$ cat src/rtl/alu_exec_pkg.sv
// Shared constants, opcodes and FSM encoding for the execute controller.
package alu_exec_pkg;

   localparam int DATA_W = 8;
   localparam int NREG   = 4;
   localparam int RA_W   = $clog2(NREG);

   localparam logic [1:0] OP_ADD = 2'b00;
   localparam logic [1:0] OP_SUB = 2'b01;
   localparam logic [1:0] OP_LDI = 2'b10;
   localparam logic [1:0] OP_NOP = 2'b11;

   typedef enum logic [1:0] {
      ST_IDLE = 2'd0,
      ST_READ = 2'd1,
      ST_EXEC = 2'd2,
      ST_WB   = 2'd3
   } state_t;

endpackage

$ cat src/rtl/alu_exec_regfile.sv
// NREG x DATA_W register file: one synchronous write port, three
// combinational read ports (two operands plus debug).
module alu_exec_regfile
   import alu_exec_pkg::*;
#(
   parameter int DATA_W = alu_exec_pkg::DATA_W,
   parameter int NREG   = alu_exec_pkg::NREG,
   parameter int RA_W   = $clog2(NREG)
) (
   input  logic              clk,
   input  logic              rst,
   input  logic              i_we,
   input  logic [RA_W-1:0]   i_wa,
   input  logic [DATA_W-1:0] i_wd,
   input  logic [RA_W-1:0]   i_ra1,
   input  logic [RA_W-1:0]   i_ra2,
   input  logic [RA_W-1:0]   i_rad,
   output logic [DATA_W-1:0] o_rd1,
   output logic [DATA_W-1:0] o_rd2,
   output logic [DATA_W-1:0] o_rdd
);

   logic [NREG-1:0][DATA_W-1:0] r_mem;

   // storage: cleared on reset, single write port
   always_ff @(posedge clk or posedge rst) begin
      if (rst) begin
         r_mem <= '0;
      end else if (i_we) begin
         r_mem[i_wa] <= i_wd;
      end
   end

   assign o_rd1 = r_mem[i_ra1];
   assign o_rd2 = r_mem[i_ra2];
   assign o_rdd = r_mem[i_rad];

endmodule

$ cat src/rtl/alu_exec_ctrl.sv
// Single-issue execute controller: IDLE -> READ -> EXEC -> WB around an
// external combinational add/sub ALU. Operands and results are registered
// so the ALU sees stable inputs for a full cycle.
module alu_exec_ctrl
   import alu_exec_pkg::*;
#(
   parameter int DATA_W = alu_exec_pkg::DATA_W,
   parameter int NREG   = alu_exec_pkg::NREG,
   parameter int RA_W   = $clog2(NREG)
) (
   input  logic              clk,
   input  logic              rst,
   input  logic              instr_valid,
   output logic              instr_ready,
   input  logic [1:0]        instr_op,
   input  logic [RA_W-1:0]   instr_rd,
   input  logic [RA_W-1:0]   instr_rs1,
   input  logic [RA_W-1:0]   instr_rs2,
   input  logic [DATA_W-1:0] instr_imm,
   output logic              alu_add_sub,
   output logic [DATA_W-1:0] alu_x,
   output logic [DATA_W-1:0] alu_y,
   input  logic [DATA_W-1:0] alu_z,
   input  logic              alu_ofs,
   output logic              done,
   output logic              ovf_flag,
   input  logic              clear_ovf,
   input  logic [RA_W-1:0]   dbg_addr,
   output logic [DATA_W-1:0] dbg_data
);

   state_t              r_state, w_nxt;
   logic [1:0]          r_op;
   logic [RA_W-1:0]     r_rd, r_rs1, r_rs2;
   logic [DATA_W-1:0]   r_imm;
   logic [DATA_W-1:0]   r_x, r_y, r_res;
   logic                r_add_sub, r_ofs, r_ovf;
   logic [DATA_W-1:0]   w_rs1_data, w_rs2_data;
   logic                w_idle, w_wb, w_arith, w_we;

   alu_exec_regfile #(.DATA_W(DATA_W), .NREG(NREG), .RA_W(RA_W)) u_rf (
      .clk   (clk),
      .rst   (rst),
      .i_we  (w_we),
      .i_wa  (r_rd),
      .i_wd  (r_res),
      .i_ra1 (r_rs1),
      .i_ra2 (r_rs2),
      .i_rad (dbg_addr),
      .o_rd1 (w_rs1_data),
      .o_rd2 (w_rs2_data),
      .o_rdd (dbg_data)
   );

   // state register
   always_ff @(posedge clk or posedge rst) begin
      if (rst) r_state <= ST_IDLE;
      else     r_state <= w_nxt;
   end

   // next state: fixed four-cycle walk once an instruction is accepted
   always_comb begin
      w_nxt = r_state;
      case (r_state)
         ST_IDLE: if (instr_valid) w_nxt = ST_READ;
         ST_READ: w_nxt = ST_EXEC;
         ST_EXEC: w_nxt = ST_WB;
         ST_WB:   w_nxt = ST_IDLE;
         default: w_nxt = ST_IDLE;
      endcase
   end

   // state-decoded outputs and writeback strobes
   always_comb begin
      w_idle  = (r_state == ST_IDLE);
      w_wb    = (r_state == ST_WB);
      w_arith = (r_op == OP_ADD) || (r_op == OP_SUB);
      w_we    = w_wb && (r_op != OP_NOP);
   end

   // instruction latch, ALU operand/result capture
   always_ff @(posedge clk or posedge rst) begin
      if (rst) begin
         r_op      <= OP_ADD;
         r_rd      <= '0;
         r_rs1     <= '0;
         r_rs2     <= '0;
         r_imm     <= '0;
         r_x       <= '0;
         r_y       <= '0;
         r_add_sub <= 1'b0;
         r_res     <= '0;
         r_ofs     <= 1'b0;
      end else begin
         case (r_state)
            ST_IDLE: if (instr_valid) begin
               r_op  <= instr_op;
               r_rd  <= instr_rd;
               r_rs1 <= instr_rs1;
               r_rs2 <= instr_rs2;
               r_imm <= instr_imm;
            end
            ST_READ: begin
               // LDI feeds imm + 0 through the adder; NOP leaves operands alone
               if (r_op == OP_ADD || r_op == OP_SUB) begin
                  r_x       <= w_rs1_data;
                  r_y       <= w_rs2_data;
                  r_add_sub <= r_op[0];
               end else if (r_op == OP_LDI) begin
                  r_x       <= r_imm;
                  r_y       <= '0;
                  r_add_sub <= 1'b0;
               end
            end
            ST_EXEC: begin
               r_res <= alu_z;
               r_ofs <= alu_ofs;
            end
            default: ;
         endcase
      end
   end

   // sticky overflow: a set in WB takes priority over a same-cycle clear
   always_ff @(posedge clk or posedge rst) begin
      if (rst)                       r_ovf <= 1'b0;
      else if (w_wb && w_arith && r_ofs) r_ovf <= 1'b1;
      else if (clear_ovf)            r_ovf <= 1'b0;
   end

   assign instr_ready = w_idle;
   assign done        = w_wb;
   assign alu_x       = r_x;
   assign alu_y       = r_y;
   assign alu_add_sub = r_add_sub;
   assign ovf_flag    = r_ovf;

endmodule

$ cat config.mk
export PLATFORM = sky130hd
export DESIGN_NAME = alu_exec_ctrl
export DESIGN_NICKNAME = d
export VERILOG_FILES = /design/src/rtl/alu_exec_pkg.sv /design/src/rtl/alu_exec_regfile.sv /design/src/rtl/alu_exec_ctrl.sv
export SDC_FILE = /design/constraint.sdc
export NUM_CORES = 1
export LEC_CHECK = 0
export ABC_CLOCK_PERIOD_IN_PS = 2700
export BUFFER_PORTS_ARGS = -buffer_cell sky130_fd_sc_hd__clkbuf_2
export CORE_MARGIN = 1.5
export CORE_UTILIZATION = 56
export DETAILED_ROUTE_END_ITERATION = 12
export PLACE_DENSITY = 0.89
export SLEW_MARGIN = 10
export SYNTH_ARGS = -nofsm -noshare
export SYNTH_HDL_FRONTEND = slang
export SYNTH_SLANG_ARGS = --single-unit
$ cat constraint.sdc
create_clock -name clk -period 2.7 [get_ports clk]
set_input_delay 0.27 -clock clk [delete_from_list [all_inputs] [get_ports clk]]
set_output_delay 0.27 -clock clk [all_outputs]
set_load 0.1 [all_outputs]
==> impl_metrics.csv, run 1 <==
group,metric,value,unit
clock_tree,cts_setup_buffers,0,
place,gp_congestion,0.7851,
clock_tree,ctsResizeCount,0,
sta,max_freq,0.5166,GHz
layout,fin_area,4197,sq um
critical_path,cp-end-kind,"flip-flop",
sta,finalCritPeriodShare,71.69,%
layout,nets,341,
global_route,grt_pass1_vias,2579,
floorplan,ios,59,
place,place_area,3971,sq um
synth,yosysWarnings,0,
layout,layout-drive-gt1-share,50.16,%
layout,fillers,462,
routing,wire_per_inst,21.13,um
critical_path,r2r_cells,4,
synth,ys_ff_latch,77,
clock_tree,clock_path_buffers,2,
floorplan,die_area,6948,sq um
layout,syn_to_final_growth,16.06,%
critical_path,arrival,2170,ps
routing,wl_met1,3421,um
sta,skew,8.452,ps
synth,synthCells,249,
sta,setup-tns-final,0,ps
routing,drt_pass1_iterations,4,
routing,dr_wl_met2,4042,um
routing,route.met3.wl,505,um
run,drv_cap,0,
synth,synthesis.nets,284,
sta,final_max_slew_viol_count,0,
critical_path,cp-start-kind,"flip-flop",
sta,period_needed,1936,ps
clock_tree,htreeDepth,3,
synth,yosysSeqAreaShare,53.29,%
synth,avgSynthCellArea,14.52,sq um
routing,drc,0,
routing,via_count,2414,
synth,mappedNetlistArea,3616,sq um
floorplan,row_count,29,
layout,diodes,0,
sta,finalHoldViolCount,0,
clock_tree,cts_root_buf,"clkbuf_8",
global_route,grt_max_degree,45,
sta,slew_headroom,43.70,%
routing,viasPerCell,6.222,
critical_path,crit_fanout,8,
critical_path,path_class,"reg2reg",
place,io_buffers,58,
global_route,overflow,0,
routing,antenna_left,0,
global_route,track_usage,25.45,%
global_route,antenna_found_initial,0,
critical_path,required,2930,ps
sta,finalSetupViolations,0,
clock_tree,clk_latency,350,ps
clock_tree,cts_made_buffers,9,
clock_tree,cts_hold_buf,0,
global_route,grt_pass1_wl,13340,um
floorplan,dieWidth,83.36,um
routing,drt_iter0_drc,180,
min_path,hp-class,"in2async",
place,dp_hpwl,5496,um
routing,routed_wl,8198,um
run_status,status,"finished clean",
sta,tightest_slew,844.5,ps
floorplan,die_h,83.36,um
clock_tree,clock_sinks,77,
clock_tree,path_clk_slew,80,ps
floorplan,core_area,6277,sq um
synth,synth.distinct_cells,26,
floorplan,start_util,57.60,%
sta,rsz0062_at_grt,"false",
routing,route.top_layer_used,"met4",
clock_tree,cts_tree,"done",
-- worst max-delay path, stage by stage, from the launching register on --
cell and delay, ps:
dfrtp_1 400, ha_1 260, a21boi_4 230, nor3b_4 520, mux2_2 410
-- flip-flops by register name, indices dropped and copies added, names as in the netlist, 8 cells and up --
name        cells
u_rf.r_mem     32
alu_x           8
alu_y           8
r_res           8
r_imm           8
-- Yosys cell counts (all sizes together) --
cell type  instances  share of area [%]
nor2b             13                2.2
ha                 4                1.4
a22o               8                1.9
dfrtp             77                 53
o22ai              1               0.17
a2111oi            4               0.97
o41ai              4               0.97
buf                6               0.80
nand2b             1               0.17
nand3b             2               0.42
a21bo              1               0.28
o21ai              1               0.14
mux4              20                 12
nor3b              1               0.52
a211oi             4               0.83
inv                6               0.62
nor2               3               0.31
nand2             14                1.5
a21boi             2               0.73
o31ai              1               0.21
a21oi              2               0.28
nand3              9                1.2
mux2              57                 18
clkbuf             8               0.83
-- through the flow --
step	setup slack (ps)	hold slack [ps]	util [%]	instances
after floorplan	332.4	368.2	-	249
after global placement	865.4	407.6	63.26	372
after detailed placement	819.9	408.5	63.26	372
after CTS	769.6	33.86	66.85	388
after global routing	677.7	68.69	66.85	388
final	764.3	19.10	66.85	388
-- cell usage in the layout (no fill, tap or decap) --
cell type  instances
dfrtp_1           77
clkbuf_2          58
mux2_2            57
mux4_2            20
nand2_1           14
nor2b_1           13
clkbuf_8          11
nand3_1            9
a22o_1             8
inv_1              5
a2111oi_0          4
a211oi_1           4
o41ai_1            4
ha_1               4
nor2_1             3
a21oi_1            2
nand3b_1           2
bufinv_16          2
clkinv_2           2
o21ai_0            1
o31ai_1            1
a21boi_4           1
nor3b_4            1
inv_2              1
a21bo_2            1
nand2b_1           1
a21boi_0           1
o22ai_1            1
clkbuf_1           1
buf_4              1
buf_12             1
-- layout make-up --
type	instances	area [sq um]	share of cell area [%]
clock buffers	12	155.1	3.697
clock inverters	4	70.07	1.670
multi-input cells	152	1608	38.31
flip-flops and latches	77	1927	45.92
well taps	77	96.34	2.296
repair buffers	60	317.8	7.573
inverters	6	22.52	0.5367
-- final timing paths --
| check | startpoint | endpoint | slack (ps) |
|---|---|---|---|
| min reg2reg | alu_x[4]$_DFFE_PP0P_ | alu_x[4]$_DFFE_PP0P_ | 490 |
| max reg2reg | r_state[0]$_DFFE_PP0P_ | u_rf.r_mem[2]$_DFFE_PP0P_ | 760 |
| min in group clk | clear_ovf | ovf_flag$_DFFE_PP0P_ | 120 |
| min | rst | alu_x[2]$_DFFE_PP0P_ | 20 |
| max in group asynchronous | rst | r_res[0]$_DFFE_PP0P_ | 2000 |
| max | r_state[0]$_DFFE_PP0P_ | u_rf.r_mem[2]$_DFFE_PP0P_ | 760 |
-- routing by layer --
layer | up-vias | global-route usage, %
met4 | 0 | 11.36
met2 | 91 | 39.76
li1 | 1049 | -
met3 | 28 | 6.461
met1 | 1246 | 34.00
met5 | - | 0
-- kinds of logic (layout without fill, tap and decap cells) --
| group | after synthesis | in the layout | share of synthesized area (%) |
|---|---|---|---|
| mux | 77 | 77 | 30.21 |
| flops | 77 | 77 | 53.29 |
| simple gates | 43 | 43 | 6.367 |
| compound gates | 28 | 28 | 6.505 |
| buf+inv | 20 | 82 | 2.249 |
| fa+ha+maj | 4 | 4 | 1.384 |
Power of run 1 is left out: the tool's default activity adds up to more than one toggle a clock period on the data nets, which glitch-free logic cannot reach.
==> inputs of run 2 (changes only) <==
Settings changed: ABC_CLOCK_PERIOD_IN_PS 2700 to 1800.
Clock period 2.7 ns to 1.8 ns, I/O delays scaled along.
==> run 2 against run 1 <==
Net effect: global-route usage increased by 0.086 points; clock skew increased by 2.4 ps; via count increased by 1.6%; clock-buffer cell count decreased by 2; utilization increased by 3.1 points; die area unchanged; sequential cell count unchanged; sequential share of layout area decreased by 2.1 points; largest cell class unchanged; highest routed layer unchanged.
==> impl_metrics.csv, run 2 (synthesized netlist as in run 1, its figures left out) <==
group,metric,value,unit
run_status,status,"finished clean",
min_path,hold_end,"r_op[0]$_DFFE_PP0P_",
place,gp_congestion,0.8289,
critical_path,regToRegSetupSlack,70,ps
critical_path,r2r_cells,4,
min_path,hp-class,"in2reg",
global_route,grt_max_degree,30,
layout,mostFrequentLayoutCell,"dfrtp_1",
floorplan,core_area,6277,sq um
layout,syn_to_final_growth,21.52,%
critical_path,r2r-end,"alu_x[5]$_DFFE_PP0P_",
clock_tree,path_clk_slew,80,ps
critical_path,slowest_delay,430,ps
sta,skew,10.81,ps
clock_tree,cts_made_buffers,9,
critical_path,path_cells,"inv_1 -> ha_1 -> a21bo_2 -> o41ai_1",
floorplan,ios,59,
critical_path,arrival,1970,ps
sta,finalHoldViolCount,0,
sta,finalSetupViolations,0,
routing,drc,0,
clock_tree,cts_setup_buffers,0,
critical_path,cp-end-kind,"flip-flop",
min_path,hp-start,"instr_op[0]",
sta,rsz0062_at_grt,"false",
layout,layout_common_cells,"dfrtp_1 (77), mux2_2 (50), clkbuf_2 (49)",
sta,period_needed,1734,ps
layout,diodes,0,
place,dp_hpwl,5662,um
sta,max_freq,0.5768,GHz
min_path,whs_path_depth,2,
clock_tree,clock_sinks,77,
floorplan,dieWidth,83.36,um
routing,via_count,2452,
floorplan,row_count,29,
layout,top_register,"u_rf.r_mem",
routing,drt_iter0_drc,185,
clock_tree,cts_tree,"done",
floorplan,die_area,6948,sq um
clock_tree,cts_root_buf,"clkbuf_8",
sta,final_max_slew_viol_count,0,
layout,layout-drive-gt1-share,52.32,%
routing,drt_pass1_iterations,4,
clock_tree,clock_path_buffers,2,
floorplan,start_util,57.60,%
global_route,overflow,0,
run,drv_cap,0,
clock_tree,htreeDepth,3,
routing,routed_wl,8078,um
critical_path,cp-start-kind,"flip-flop",
critical_path,critical-path-slowest-cell,"dfrtp_1",
global_route,grt_pass1_wl,13390,um
sta,slew_headroom,59.29,%
critical_path,rr_startpoint,"r_state[1]$_DFFE_PP0P_",
global_route,track_usage,25.54,%
clock_tree,clk_latency,360,ps
global_route,antenna_found_initial,0,
critical_path,required,2040,ps
routing,viasPerCell,6.130,
sta,tightest_slew,610.6,ps
routing,antenna_left,0,
global_route,grt_pass1_vias,2526,
place,dp_slack,90.73,ps
layout,largest_register_ffs,32,
routing,wire_per_inst,20.20,um
critical_path,crit_fanout,20,
place,io_buffers,58,
floorplan,die_h,83.36,um
sta,setup_slack,66.23,ps
critical_path,path_class,"reg2reg",
layout,nets,353,
sta,finalCritPeriodShare,96.32,%
==> run 2: what timing repair did <==
item	CTS	global route
endpoints found under the hold margin	23	1
setup endpoints to repair	3	1
gates resized for setup	3	2
hold buffers	1	1
==> run 2: through the flow <==
| step | cells | hold slack, ps | instance area, sq um | TNS (ps) | util, % |
|---|---|---|---|---|---|
| final | 400 | 48.77 | 4394 | 0 | 70.00 |
| after global routing | 400 | 37.59 | 4394 | 0 | 70.00 |
| after floorplan | 249 | 275.3 | 3671 | -944.5 | - |
| after global placement | 382 | 265.8 | 4164 | 0 | 66.33 |
| after CTS | 399 | 8.510 | 4382 | 0 | 69.80 |
| after detailed placement | 382 | 273.5 | 4164 | 0 | 66.33 |
==> run 2: how the worst max path moves through the flow <==
stage / from / to / slack [ps] / cells past startpoint
after floorplan: r_state[0]$_DFFE_PP0P_ / u_rf.r_mem[0]$_DFFE_PP0P_ / -160 / 4
after global placement: r_state[1]$_DFFE_PP0P_ / alu_x[5]$_DFFE_PP0P_ / 150 / 4
after detailed placement: r_state[1]$_DFFE_PP0P_ / alu_x[5]$_DFFE_PP0P_ / 90 / 4
after CTS: r_state[1]$_DFFE_PP0P_ / instr_ready / 30 / 3
after global routing: r_state[1]$_DFFE_PP0P_ / alu_x[5]$_DFFE_PP0P_ / 20 / 4
final: r_state[1]$_DFFE_PP0P_ / alu_x[5]$_DFFE_PP0P_ / 70 / 4
==> run 2: per-layer routing <==
layer | global-route usage (%) | part of all wire, % | wire, um | vias to the layer above
li1 | - | - | - | 1072
met1 | 32.74 | 40 | 3254 | 1265
met2 | 41.76 | 52 | 4177 | 99
met3 | 6.461 | 5.6 | 456 | 16
met4 | 10.61 | 2.3 | 189 | 0
met5 | 0 | 0 | 0 | -
==> run 2: cell type report <==
| class | count | area, sq um |
|---|---|---|
| Inverter | 6 | 26.28 |
| Tap cell | 77 | 96.34 |
| Clock buffer | 10 | 137.6 |
| Sequential cell | 77 | 1927 |
| Clock inverter | 6 | 62.56 |
| Timing Repair Buffer | 72 | 485.5 |
| Multi-Input combinational cell | 152 | 1659 |
| Fill cell | 411 | 1883 |
==> run 2: worst max-delay path, delay by kind of cell (launching register included) <==
kind            cells  cell delay (ps)
buf+inv             1              160
fa+ha+maj           1              230
flops               1              430
compound gates      2              790
Power of run 2 is left out for the same reason.
==> inputs of run 3 (changes only) <==
Settings changed: REMOVE_ABC_BUFFERS set to 1.
==> run 3 against run 2 <==
Net effect: sequential share of layout area down 0.17 points; design area grew 0.40%; utilization up 0.28 points; sequential cell count stayed put; clock-buffer cell count stayed put; critical endpoint is now dbg_data[1].
==> impl_metrics.csv, run 3 (synthesized netlist as in run 1, its figures left out) <==
group,metric,value,unit
run_status,status,"finished clean",
critical_path,cp-end-kind,"primary output",
routing,drc,0,
critical_path,crit_start,"u_rf.r_mem[17]$_DFFE_PP0P_",
critical_path,required,1620,ps
layout,syn_to_final_growth,22.01,%
place,dp_cells,382,
floorplan,die_h,83.36,um
sta,whs,45.40,ps
floorplan,ios,59,
min_path,hp-start,"instr_valid",
global_route,antenna_found_initial,0,
critical_path,arrival,1560,ps
place,dp_hpwl,5397,um
floorplan,row_count,29,
global_route,track_usage,25.77,%
routing,viasPerCell,5.878,
routing,antenna_left,0,
floorplan,core_area,6277,sq um
layout,mostFrequentLayoutCell,"dfrtp_1",
layout,register_area,1927,sq um
routing,drt_pass1_iterations,4,
layout,top_register,"u_rf.r_mem",
global_route,grt_pass1_wl,13330,um
run,drv_cap,0,
clock_tree,clk_latency,360,ps
routing,routed_wl,8044,um
layout,largest_register_ffs,32,
sta,finalHoldViolCount,0,
global_route,overflow,0,
place,gp_congestion,0.8169,
sta,finalSetupViolations,0,
clock_tree,clock_sinks,77,
critical_path,crit_fanout,4,
min_path,hp-class,"in2reg",
layout,postLayoutCoreUtil,70.28,%
clock_tree,cts_made_buffers,9,
layout,multi_input_area,1615,sq um
critical_path,rr_startpoint,"r_state[0]$_DFFE_PP0P_",
sta,rsz0062_at_grt,"false",
floorplan,die_area,6948,sq um
sta,finalCritPeriodShare,96.46,%
floorplan,dieWidth,83.36,um
global_route,grt_pass1_vias,2585,
sta,tightest_slew,573.4,ps
floorplan,start_util,57.60,%
sta,period_needed,1736,ps
clock_tree,cts_root_buf,"clkbuf_8",
layout,diodes,0,
layout,layout-drive-gt1-share,52.00,%
clock_tree,clock_path_buffers,2,
place,io_buffers,58,
sta,skew,10.20,ps
routing,drt_iter0_drc,176,
sta,final_max_slew_viol_count,0,
global_route,grt_max_degree,78,
clock_tree,cts_tree,"done",
routing,wire_per_inst,20.01,um
layout,fillers,404,
clock_tree,path_clk_slew,80,ps
layout,final-instance-count-excl-fill,402,
sta,max_freq,0.5760,GHz
layout,layout_common_cells,"dfrtp_1 (77), mux2_2 (57), clkbuf_2 (49)",
critical_path,cp-start-kind,"flip-flop",
layout,nets,355,
routing,via_count,2363,
critical_path,path_class,"reg2out",
clock_tree,htreeDepth,3,
sta,slew_headroom,60.79,%
==> run 3: changes by cell type in the layout (fill, tap and decap cells not counted), sizes merged <==
cell,previous run,this run
clkinv,2,0
inv,5,6
buf,17,20
clkinvlp,4,2
clkbuf,63,62
bufinv,1,4
==> run 3: through the flow <==
stage / setup WS (ps) / TNS (ps) / cell area [sq um]
global route: 15.03 / 0 / 4412
floorplan: -597.9 / -50960 / 3557
finish: 63.74 / 0 / 4412
detailed placement: 94.47 / 0 / 4099
CTS: 51.63 / 0 / 4389
global placement: 191.0 / 0 / 4099
==> run 3: repair_timing <==
| action | 4_1_cts | 5_1_grt |
|---|---|---|
| setup buffers | 0 | 2 |
| pin swaps | 0 | 0 |
| endpoints found under the hold margin | 78 | 0 |
| hold buffers | 2 | 0 |
| endpoints found under the setup margin | 3 | 2 |
| gates resized for setup | 3 | 1 |
| cloned | 0 | 0 |
==> run 3: cell type report <==
cell class                      instances  share of cell area, %
Sequential cell                        77                  43.68
Multi-Input combinational cell        152                  36.61
Timing Repair Buffer                   74                  11.06
Clock inverter                          6                  3.063
Clock buffer                           10                  2.893
Tap cell                               77                  2.184
Inverter                                6                 0.5105
==> run 3: worst paths after layout <==
kind	to	slack, ps	cells after the start
max	dbg_data[1]	60	2
min	r_state[1]$_DFFE_PP0P_	50	2
max reg2reg	u_rf.r_mem[4]$_DFFE_PP0P_	100	5
min reg2reg	alu_x[5]$_DFFE_PP0P_	500	2
max in group asynchronous	alu_x[0]$_DFFE_PP0P_	1050	4
min in group asynchronous	alu_x[7]$_DFFE_PP0P_	450	4
==> run 3: worst max-delay path, cell delays in order (launching register included) <==
cell      delay [ps]
dfrtp_1          420
mux4_2           490
clkbuf_4         300
==> run 3: routing by layer <==
metal	vias to the layer above	track usage, %	share of wire, %
li1	1080	-	-
met4	0	11.82	2.0
met1	1201	32.85	41
met5	-	0	0
met3	10	7.058	5.0
met2	72	41.39	52
Power of run 3 is left out for the same reason.
